File: src/rtl/dmem_lsu_port.sv
// dmem_lsu_port: load/store initiator for the DMEM BRAM port.
// Takes one RV32 load/store at a time and drives at most one BRAM access for it.
// Stores produce byte enables and lane-replicated write data. Loads sign- or
// zero-extend the addressed byte, halfword or word from the BRAM read data.
// Misaligned, out-of-range and illegal-width requests get an error response
// and never reach the BRAM.
module dmem_lsu_port #(
  parameter int          MEM_DEPTH = 4096,
  parameter logic [31:0] ADDR_BASE = 32'h0
) (
  input  logic        clkb,
  input  logic        rstb,
  input  logic        req_valid,
  output logic        req_ready,
  input  logic        req_we,
  input  logic [2:0]  req_funct3,
  input  logic [31:0] req_addr,
  input  logic [31:0] req_wdata,
  output logic        rsp_valid,
  input  logic        rsp_ready,
  output logic [31:0] rsp_rdata,
  output logic        rsp_err,
  output logic        bram_en,
  output logic        bram_rst,
  output logic [3:0]  bram_we,
  output logic [31:0] bram_addr,
  output logic [31:0] bram_din,
  input  logic [31:0] bram_dout
);

  localparam logic [31:0] MEM_BYTES = 32'(MEM_DEPTH * 4);

  typedef enum logic [1:0] {
    IDLE = 2'd0,
    WAIT = 2'd1,
    RESP = 2'd2
  } state_t;

  state_t      state_q, state_d;
  logic [1:0]  lane_q, lane_d;
  logic [2:0]  funct3_q, funct3_d;
  logic        we_q, we_d;
  logic [31:0] rdata_q, rdata_d;
  logic        err_q, err_d;

  logic [31:0] off;
  logic        inRange;
  logic        funct3Ok;
  logic        aligned;
  logic        legal;
  logic [3:0]  storeWe;
  logic [31:0] storeDin;
  logic [31:0] loadData;

  // Offset into the BRAM; a request below ADDR_BASE wraps to a huge value and
  // therefore lands out of range.
  assign off       = req_addr - ADDR_BASE;
  assign inRange   = (off < MEM_BYTES);
  assign bram_addr = {off[31:2], 2'b00};
  assign bram_rst  = 1'b0;
  assign rsp_rdata = rdata_q;
  assign rsp_err   = err_q;

  // Request legality: width code allowed for this direction and natural alignment.
  always_comb begin
    funct3Ok = 1'b0;
    aligned  = 1'b0;
    case (req_funct3)
      3'b000: begin funct3Ok = 1'b1;     aligned = 1'b1;          end
      3'b001: begin funct3Ok = 1'b1;     aligned = ~off[0];       end
      3'b010: begin funct3Ok = 1'b1;     aligned = (off[1:0] == 2'b00); end
      3'b100: begin funct3Ok = ~req_we;  aligned = 1'b1;          end
      3'b101: begin funct3Ok = ~req_we;  aligned = ~off[0];       end
      default: begin funct3Ok = 1'b0;    aligned = 1'b0;          end
    endcase
    legal = funct3Ok && aligned && inRange;
  end

  // Store byte enables and lane-replicated write data for the addressed lane.
  always_comb begin
    storeWe  = 4'b0000;
    storeDin = 32'h0;
    case (req_funct3[1:0])
      2'b00: begin
        storeWe  = 4'b0001 << off[1:0];
        storeDin = {4{req_wdata[7:0]}};
      end
      2'b01: begin
        storeWe  = off[1] ? 4'b1100 : 4'b0011;
        storeDin = {2{req_wdata[15:0]}};
      end
      2'b10: begin
        storeWe  = 4'b1111;
        storeDin = req_wdata;
      end
      default: begin
        storeWe  = 4'b0000;
        storeDin = 32'h0;
      end
    endcase
  end

  // Load extraction from the BRAM word using the lane and width captured at accept.
  always_comb begin
    logic [7:0]  byteSel;
    logic [15:0] halfSel;
    byteSel  = 8'(bram_dout >> {lane_q, 3'b000});
    halfSel  = lane_q[1] ? bram_dout[31:16] : bram_dout[15:0];
    loadData = 32'h0;
    case (funct3_q)
      3'b000:  loadData = {{24{byteSel[7]}}, byteSel};
      3'b100:  loadData = {24'h0, byteSel};
      3'b001:  loadData = {{16{halfSel[15]}}, halfSel};
      3'b101:  loadData = {16'h0, halfSel};
      3'b010:  loadData = bram_dout;
      default: loadData = 32'h0;
    endcase
  end

  // Next-state and output logic; while reset is held nothing is accepted or issued.
  always_comb begin
    state_d   = state_q;
    lane_d    = lane_q;
    funct3_d  = funct3_q;
    we_d      = we_q;
    rdata_d   = rdata_q;
    err_d     = err_q;
    req_ready = 1'b0;
    rsp_valid = 1'b0;
    bram_en   = 1'b0;
    bram_we   = 4'b0000;
    bram_din  = 32'h0;
    case (state_q)
      IDLE: begin
        req_ready = 1'b1;
        if (req_valid) begin
          if (legal) begin
            bram_en  = 1'b1;
            bram_we  = req_we ? storeWe : 4'b0000;
            bram_din = req_we ? storeDin : 32'h0;
            lane_d   = off[1:0];
            funct3_d = req_funct3;
            we_d     = req_we;
            state_d  = WAIT;
          end else begin
            rdata_d = 32'h0;
            err_d   = 1'b1;
            state_d = RESP;
          end
        end
      end
      WAIT: begin
        rdata_d = we_q ? 32'h0 : loadData;
        err_d   = 1'b0;
        state_d = RESP;
      end
      RESP: begin
        rsp_valid = 1'b1;
        if (rsp_ready) begin
          state_d = IDLE;
        end
      end
      default: begin
        state_d = IDLE;
      end
    endcase
    if (rstb) begin
      req_ready = 1'b0;
      rsp_valid = 1'b0;
      bram_en   = 1'b0;
      bram_we   = 4'b0000;
      bram_din  = 32'h0;
    end
  end

  // State and response registers; reset drops any in-flight request.
  always_ff @(posedge clkb) begin
    if (rstb) begin
      state_q  <= IDLE;
      lane_q   <= 2'b00;
      funct3_q <= 3'b000;
      we_q     <= 1'b0;
      rdata_q  <= 32'h0;
      err_q    <= 1'b0;
    end else begin
      state_q  <= state_d;
      lane_q   <= lane_d;
      funct3_q <= funct3_d;
      we_q     <= we_d;
      rdata_q  <= rdata_d;
      err_q    <= err_d;
    end
  end

endmodule
File: config.mk
export PLATFORM = sky130hd
export DESIGN_NAME = dmem_lsu_port
export DESIGN_NICKNAME = d
export VERILOG_FILES = /design/src/rtl/dmem_lsu_port.sv
export SDC_FILE = /design/constraint.sdc
export NUM_CORES = 1
export LEC_CHECK = 0
export CORE_ASPECT_RATIO = 1.1
export CORE_UTILIZATION = 35
export DETAILED_ROUTE_END_ITERATION = 10
export PLACE_DENSITY = 0.89
export SKIP_LAST_GASP = 1
export SLEW_MARGIN = 0
export SYNTH_ARGS = -nofsm -noshare
export SYNTH_HDL_FRONTEND = slang
export SYNTH_SLANG_ARGS = --single-unit
File: constraint.sdc
create_clock -name clkb -period 3.2 [get_ports clkb]
set_clock_uncertainty 0.05 [all_clocks]
set_input_delay 0.8 -clock clkb [delete_from_list [all_inputs] [get_ports clkb]]
set_output_delay 0.8 -clock clkb [all_outputs]
set_load 0.1 [all_outputs]
== Word level (Yosys, flattened, before mapping) ==
Cells that the tools add are included.

* Order comparisons: 1
* Equality and inequality tests: 15
* Shifts and indexed selects: 2
* Muxes and demuxes: 36
* Bitwise logic cells: 2
* Reduce and logical (&&, ||, !) cells: 15

{| class="wikitable"
|+ Operator list
! operator !! count
|-
| $mux W32 || 8
|-
| $pmux W32 S5 || 1
|-
| $pmux W32 S3 || 1
|-
| $pmux W32 S2 || 1
|-
| $lt A32 B15 Y1 const B || 1
|-
| $shr A32 B5 Y8 || 1
|-
| $mux W4 || 6
|-
| $mux W16 || 1
|-
| $eq A3 B3 Y1 const B || 4
|-
| $pmux W4 S3 || 1
|-
| $mux W1 || 10
|-
| $eq A3 B1 Y1 const B || 2
|-
| $eq A3 B2 Y1 const B || 2
|-
| $logic_not A2 Y1 || 3
|-
| $logic_not A3 Y1 || 2
|-
| $mux W2 || 3
|-
| $ne A2 B2 Y1 const B || 3
|-
| $pmux W2 S3 || 1
|-
| $reduce_and A3 Y1 || 2
|-
| $reduce_or A2 Y1 || 3
|-
| $eq A2 B1 Y1 const B || 2
|-
| $eq A2 B2 Y1 const B || 2
|-
| $pmux W1 S2 || 2
|-
| $shl A1 B2 Y4 const A || 1
|-
| 6 further kinds || 8
|}

* Bits in registers: 41
* Input port bits: 104
* Output and inout bits: 105
* Logic and storage cells: 77

== Longest topological paths before layout ==
* Depth in word-level cells: 9
* Mapped depth: 7
* Mapped depth without buffers: 5

== Worst setup path after synthesis ==
No wires, ideal clock.

* Path type: input to output
* Start point: input req_addr[19]
* End point: output bram_din[14]
* Arrival time: 3385 ps
* Data required time: 2350 ps
* Slack: -1035 ps
* Cell stages on the path: 6
* Buffers on the path: 1
* Cell sequence: nor4_2 nand4_2 nor3_2 nand4b_2 buf_2 a21oi_1

* Cells in the longest elaborated chain, start to end: 6

{| class="wikitable"
|+ Ends and longest elaborated chain
! element !! line !! source
|-
| from (decl) || 17 || <nowiki>input logic [31:0] req_addr,</nowiki>
|-
| $lt A32 B15 Y1 || 58 || <nowiki>assign inRange = (off < MEM_BYTES);</nowiki>
|-
| $logic_and A1 B1 Y1 || 76 || <nowiki>legal = funct3Ok && aligned && inRange;</nowiki>
|-
| $mux W32 || 137 || <nowiki>if (legal) begin</nowiki>
|-
| $mux W32 || 136 || <nowiki>if (req_valid) begin</nowiki>
|-
| $mux W32 || 133 || <nowiki>case (state_q)</nowiki>
|-
| $mux W32 || 167 || <nowiki>if (rstb) begin</nowiki>
|-
| to (decl) || 27 || <nowiki>output logic [31:0] bram_din,</nowiki>
|}

No other way between the ends.

== Worst setup path after layout ==
* Start point: input req_addr[26]
* End point: output bram_din[19]

Same word-level chain as after synthesis.

==> results.txt <==
- Worst Hold Path EP: rsp_rdata[22]
- Among cell families on the critical path, the largest total delay comes from simple AND/OR/NAND/NOR gates.
- Counting cells, the worst reg-to-reg path comes to 6.
- Number of cell rows: 34
- Post-placement setup slack: -0.496 ns
- Setup violations remaining at the end of the flow were counted as 36.
- Post-route DRC violation count: 0
- Across the run, the number of max-cap violations was 0.
- The post-route netlist has between 30% and 40% of its cells at a drive strength greater than 1.
* Nature of the critical path endpoint: output pin
- In the final layout, flip-flops and latches occupy around 820 um2.
- Top fanout value on the critical path: 5
- The die covers about 0.0085 mm2.
* Buffering stage count on the worst path with inverters included: 5
- The max-slew violation total from the final report is 0.
- Wirelength, routed: ~14000 um
- The floorplan step set the die height to approximately 97 um.
- Setup repair after global routing could not meet its margin everywhere.
- Number of cells in the finished layout apart from fillers: between 700 and 800
* Input/output buffers: ~180
- Relative max-transition margin: roughly 50%
- Counting along the longest clock path gives a buffer depth of 2.
- Class of the tightest hold or removal check: flop to flop
- Average via count per standard cell: roughly 5.4
- Synthesis handed over a netlist of 398 instances.
- Each instance of the synthesized netlist takes up on average between 7 and 8 um2.
- Slowest-stage cell, CP: sky130_fd_sc_hd__nor4_4
- Yosys warns: 0
- Fin nets: ~700
- Worst hold path stage count: 1
* Clock tree from TritonCTS: built
* Type of the worst setup path: primary input to output pin
- Clock latency on the worst-skew pair, taken at its later pin, is ~0.28 ns.
* Critical path startpoint category: primary input
- After the first detailed-routing iteration, the DRC count stood at between 300 and 400.
* Setup slack after layout: -0.287 ns
- Footprint of the multi-input gates: 0.00201 mm2
- At the pin with the least slew margin, the transition time is about 0.77 ns.
- Worst EP arrival: between 2 and 3 ns
- Entering global routing, the biggest net connects 27 pins.
- Total overflow reported by the global router: 0
* Avg WL per Cell: 19.1 um
- The initial utilization of the core area, before any placement, comes to 36.1%.
* # IOs: around 210
- Global-route wire length before repair: between 15000 and 20000 um
- At the worst endpoint, the required time is 2.35 ns.
- Worst Hold Launch: rsp_rdata[22]
- Clock slew at reported path FFs: about 0.07 ns
- The synthesized design contains 41 register bits.
- Of the available clock period, the critical path in the final layout requires 109%.
- Count of placed standard cells including taps: between 600 and 700
- The routed design could run at a clock period as short as 3.49 ns.
- Delay contributed by the slowest stage of the critical path: 0.32 ns
* Area growth from synthesis to final layout: 113%
* Number of antenna violations at the first check in global routing: 0
- Routed vias: 3821
* Final Util: ~77%
* Overall die width: about 90 um
- Worst vdd rail ir drop: about 0.14 mV
- Fill cells in the final layout number 461.
- H-tree levels: 2
- Run status: complete, but fails checks
- Post-Synthesis Cell Area: about 0.0028 mm2
* Num CTS Buffers: 5
- Once detail routing completed, the nets flagged for antenna violations numbered 0.
- Portion of the post-synthesis area used by sequential elements: between 20% and 30%
- Timing would allow up to approximately 290 MHz.
- For this design the ratio of total power to cell area is 219 mW/mm2.
- CORE AREA: 0.00787 mm2
- Worst hold margin: 0.409 ns
- The via count of the first global-routing pass was between 3000 and 4000.
* Count of distinct cell types in the synthesized netlist: 39
- Final hold violation count: 0
* Ordered list of cells on the worst path: buf_8 > nor4_4 > nand4_2 > nor3_4 > nand4b_4 > buf_12 > buf_12 > buf_16 > a21oi_4 > buf_12
- Critical path's most frequent cell: sky130_fd_sc_hd__buf_12
- 1st-pass router iterations: 5
- Clk Tree Root Cell: sky130_fd_sc_hd__clkbuf_8
- At the end of routability-driven placement, the weighted congestion stood at 0.879.
- Startpoint of the worst-slack reg-to-reg timing path: lane_q[1]
- The setup check on the worst reg-to-reg path leaves a slack of 1.09 ns.
* CTS sink count: 41
- The checks that failed: setup timing.
- The endpoint identified for the worst register-to-register timing path is rsp_rdata[25].
* Leak pwr: 2.67 nW
- Global-route total usage across every layer: between 30% and 40%
* Number of cells on the critical path: 10
- The HPWL after detailed placement is approximately 9600 um.
[what timing repair did]
| item | in CTS | in global routing |
|---|---|---|
| hold buffers | 0 | 0 |
| setup endpoints to repair | 37 | 37 |
| cloned | 6 | 0 |
| gates resized for setup | 65 | 30 |
| pin swaps | 14 | 10 |
| setup buffers | 9 | 1 |
[cell families after synthesis]
kind of cell           share of synthesized area (%)
and+or+nand+nor                                 20.6
other                                          0.132
buffers and inverters                           14.6
DFF                                             28.9
muxes                                           6.51
AOI/OAI and AO/OA                               29.4
[power by group]
part	leakage [nW]	switching, mW	internal [mW]	total (mW)
Sequential	0.331	0.00287	0.512	0.515
Clock	0.0395	0.166	0.155	0.320
Combinational	2.30	0.284	0.209	0.493
[cell usage after synthesis]
| cell | instances | area share, % |
|---|---|---|
| sky130_fd_sc_hd__a21oi_1 | 78 | 14 |
| sky130_fd_sc_hd__or2_2 | 1 | 0.22 |
| sky130_fd_sc_hd__buf_4 | 33 | 8.7 |
| sky130_fd_sc_hd__nand2b_1 | 9 | 2.0 |
| sky130_fd_sc_hd__nor3_1 | 1 | 0.18 |
| sky130_fd_sc_hd__o21a_1 | 1 | 0.26 |
| sky130_fd_sc_hd__nor2_1 | 39 | 5.1 |
| sky130_fd_sc_hd__o31a_2 | 1 | 0.35 |
| sky130_fd_sc_hd__nor3b_2 | 1 | 0.44 |
| sky130_fd_sc_hd__a21o_2 | 1 | 0.31 |
| sky130_fd_sc_hd__mux2i_1 | 14 | 4.9 |
| sky130_fd_sc_hd__nor4_1 | 1 | 0.22 |
| sky130_fd_sc_hd__dfxtp_1 | 41 | 29 |
| sky130_fd_sc_hd__o31ai_1 | 1 | 0.26 |
| sky130_fd_sc_hd__and2_1 | 3 | 0.66 |
| sky130_fd_sc_hd__nor2b_1 | 2 | 0.44 |
| sky130_fd_sc_hd__a211oi_1 | 1 | 0.26 |
| sky130_fd_sc_hd__nand2_1 | 54 | 7.1 |
| sky130_fd_sc_hd__clkinv_1 | 1 | 0.13 |
| sky130_fd_sc_hd__o2bb2ai_1 | 1 | 0.31 |
| sky130_fd_sc_hd__o22ai_1 | 7 | 1.5 |
| sky130_fd_sc_hd__buf_2 | 10 | 1.8 |
| sky130_fd_sc_hd__clkbuf_1 | 10 | 1.3 |
| sky130_fd_sc_hd__nand4_2 | 1 | 0.44 |
| sky130_fd_sc_hd__a22oi_1 | 7 | 1.8 |
| sky130_fd_sc_hd__nand4b_2 | 1 | 0.53 |
| sky130_fd_sc_hd__conb_1 | 1 | 0.13 |
| sky130_fd_sc_hd__a21o_1 | 25 | 6.6 |
| sky130_fd_sc_hd__inv_1 | 19 | 2.5 |
| sky130_fd_sc_hd__mux4_2 | 2 | 1.6 |
| sky130_fd_sc_hd__nor4_2 | 3 | 1.3 |
| sky130_fd_sc_hd__nor3_2 | 1 | 0.35 |
| sky130_fd_sc_hd__nor4_4 | 1 | 0.75 |
| sky130_fd_sc_hd__nand4_1 | 1 | 0.22 |
| sky130_fd_sc_hd__nand2_2 | 1 | 0.22 |
| sky130_fd_sc_hd__buf_1 | 1 | 0.13 |
| sky130_fd_sc_hd__o21ai_0 | 20 | 3.5 |
| sky130_fd_sc_hd__nor4b_1 | 1 | 0.31 |
| sky130_fd_sc_hd__o21ai_1 | 2 | 0.35 |
[worst register-to-register path, cell delays in order, from the launching register on]
cell,delay [ns]
sky130_fd_sc_hd__dfxtp_1,0.31
sky130_fd_sc_hd__buf_4,0.23
sky130_fd_sc_hd__mux4_2,0.54
sky130_fd_sc_hd__nand2_2,0.18
sky130_fd_sc_hd__o31a_2,0.39
sky130_fd_sc_hd__a21oi_1,0.14
sky130_fd_sc_hd__a21o_1,0.18
[layer usage]
| metal | part of all wire (%) | vias up | wire [um] | global-route usage [%] |
|---|---|---|---|---|
| met5 | 0 | - | 0 | 0 |
| met4 | 5.8 | 0 | 789 | 17.8 |
| met3 | 5.8 | 65 | 788 | 5.78 |
| met2 | 54 | 199 | 7280 | 55.3 |
| met1 | 35 | 1813 | 4710 | 33.9 |
| li1 | - | 1744 | - | - |
[layout make-up]
type,instances,share of cell area (%)
repair buffers,247,48.4
multi-input cells,285,33.2
flip-flops and latches,41,13.5
well taps,108,2.23
clock buffers,8,1.32
inverters,20,1.24
diodes,1,0.0413
[layout by cell type (no fill, tap or decap), drive strengths merged, types with 2 or more instances in the layout]
master | netlist | layout
buf | 44 | 166
a21oi | 78 | 78
clkdlybuf4s50 | 0 | 67
nand2 | 55 | 55
dfxtp | 41 | 41
nor2 | 39 | 39
a21o | 26 | 26
o21ai | 22 | 22
inv | 19 | 19
clkbuf | 10 | 15
mux2i | 14 | 14
nand2b | 9 | 9
o22ai | 7 | 7
a22oi | 7 | 7
nor4 | 5 | 5
dlygate4sd2 | 0 | 5
conb | 1 | 3
and2 | 3 | 3
nor2b | 2 | 2
mux4 | 2 | 2
clkdlybuf4s15 | 0 | 2
nand4 | 2 | 2
nor3 | 2 | 2
[stage by stage]
stage,total power [mW],setup TNS [ns],cell area (um2)
floorplan,0.842,-7.76,3260
global placement,1.00,-14.85,5720
detailed placement,1.01,-16.71,5720
CTS,1.32,-7.19,6080
global route,1.38,-10.20,6060
finish,1.33,-8.20,6060
[worst max path at each step]
stage,start,endpoint
6_report,req_addr[26],bram_din[19]
5_1_grt,req_addr[26],bram_din[19]
4_1_cts,req_addr[15],bram_din[19]
3_5_place_dp,req_addr[19],bram_din[9]
3_3_place_gp,req_addr[19],bram_din[11]
2_1_floorplan,req_addr[26],bram_din[14]
[state kept, by name, summed over array words and instances (netlist names)]
name,cells
we_q,1
rsp_rdata,32
lane_q,2
rsp_err,1
state_q,2
funct3_q,3
Power figures use the tool's default switching activity.
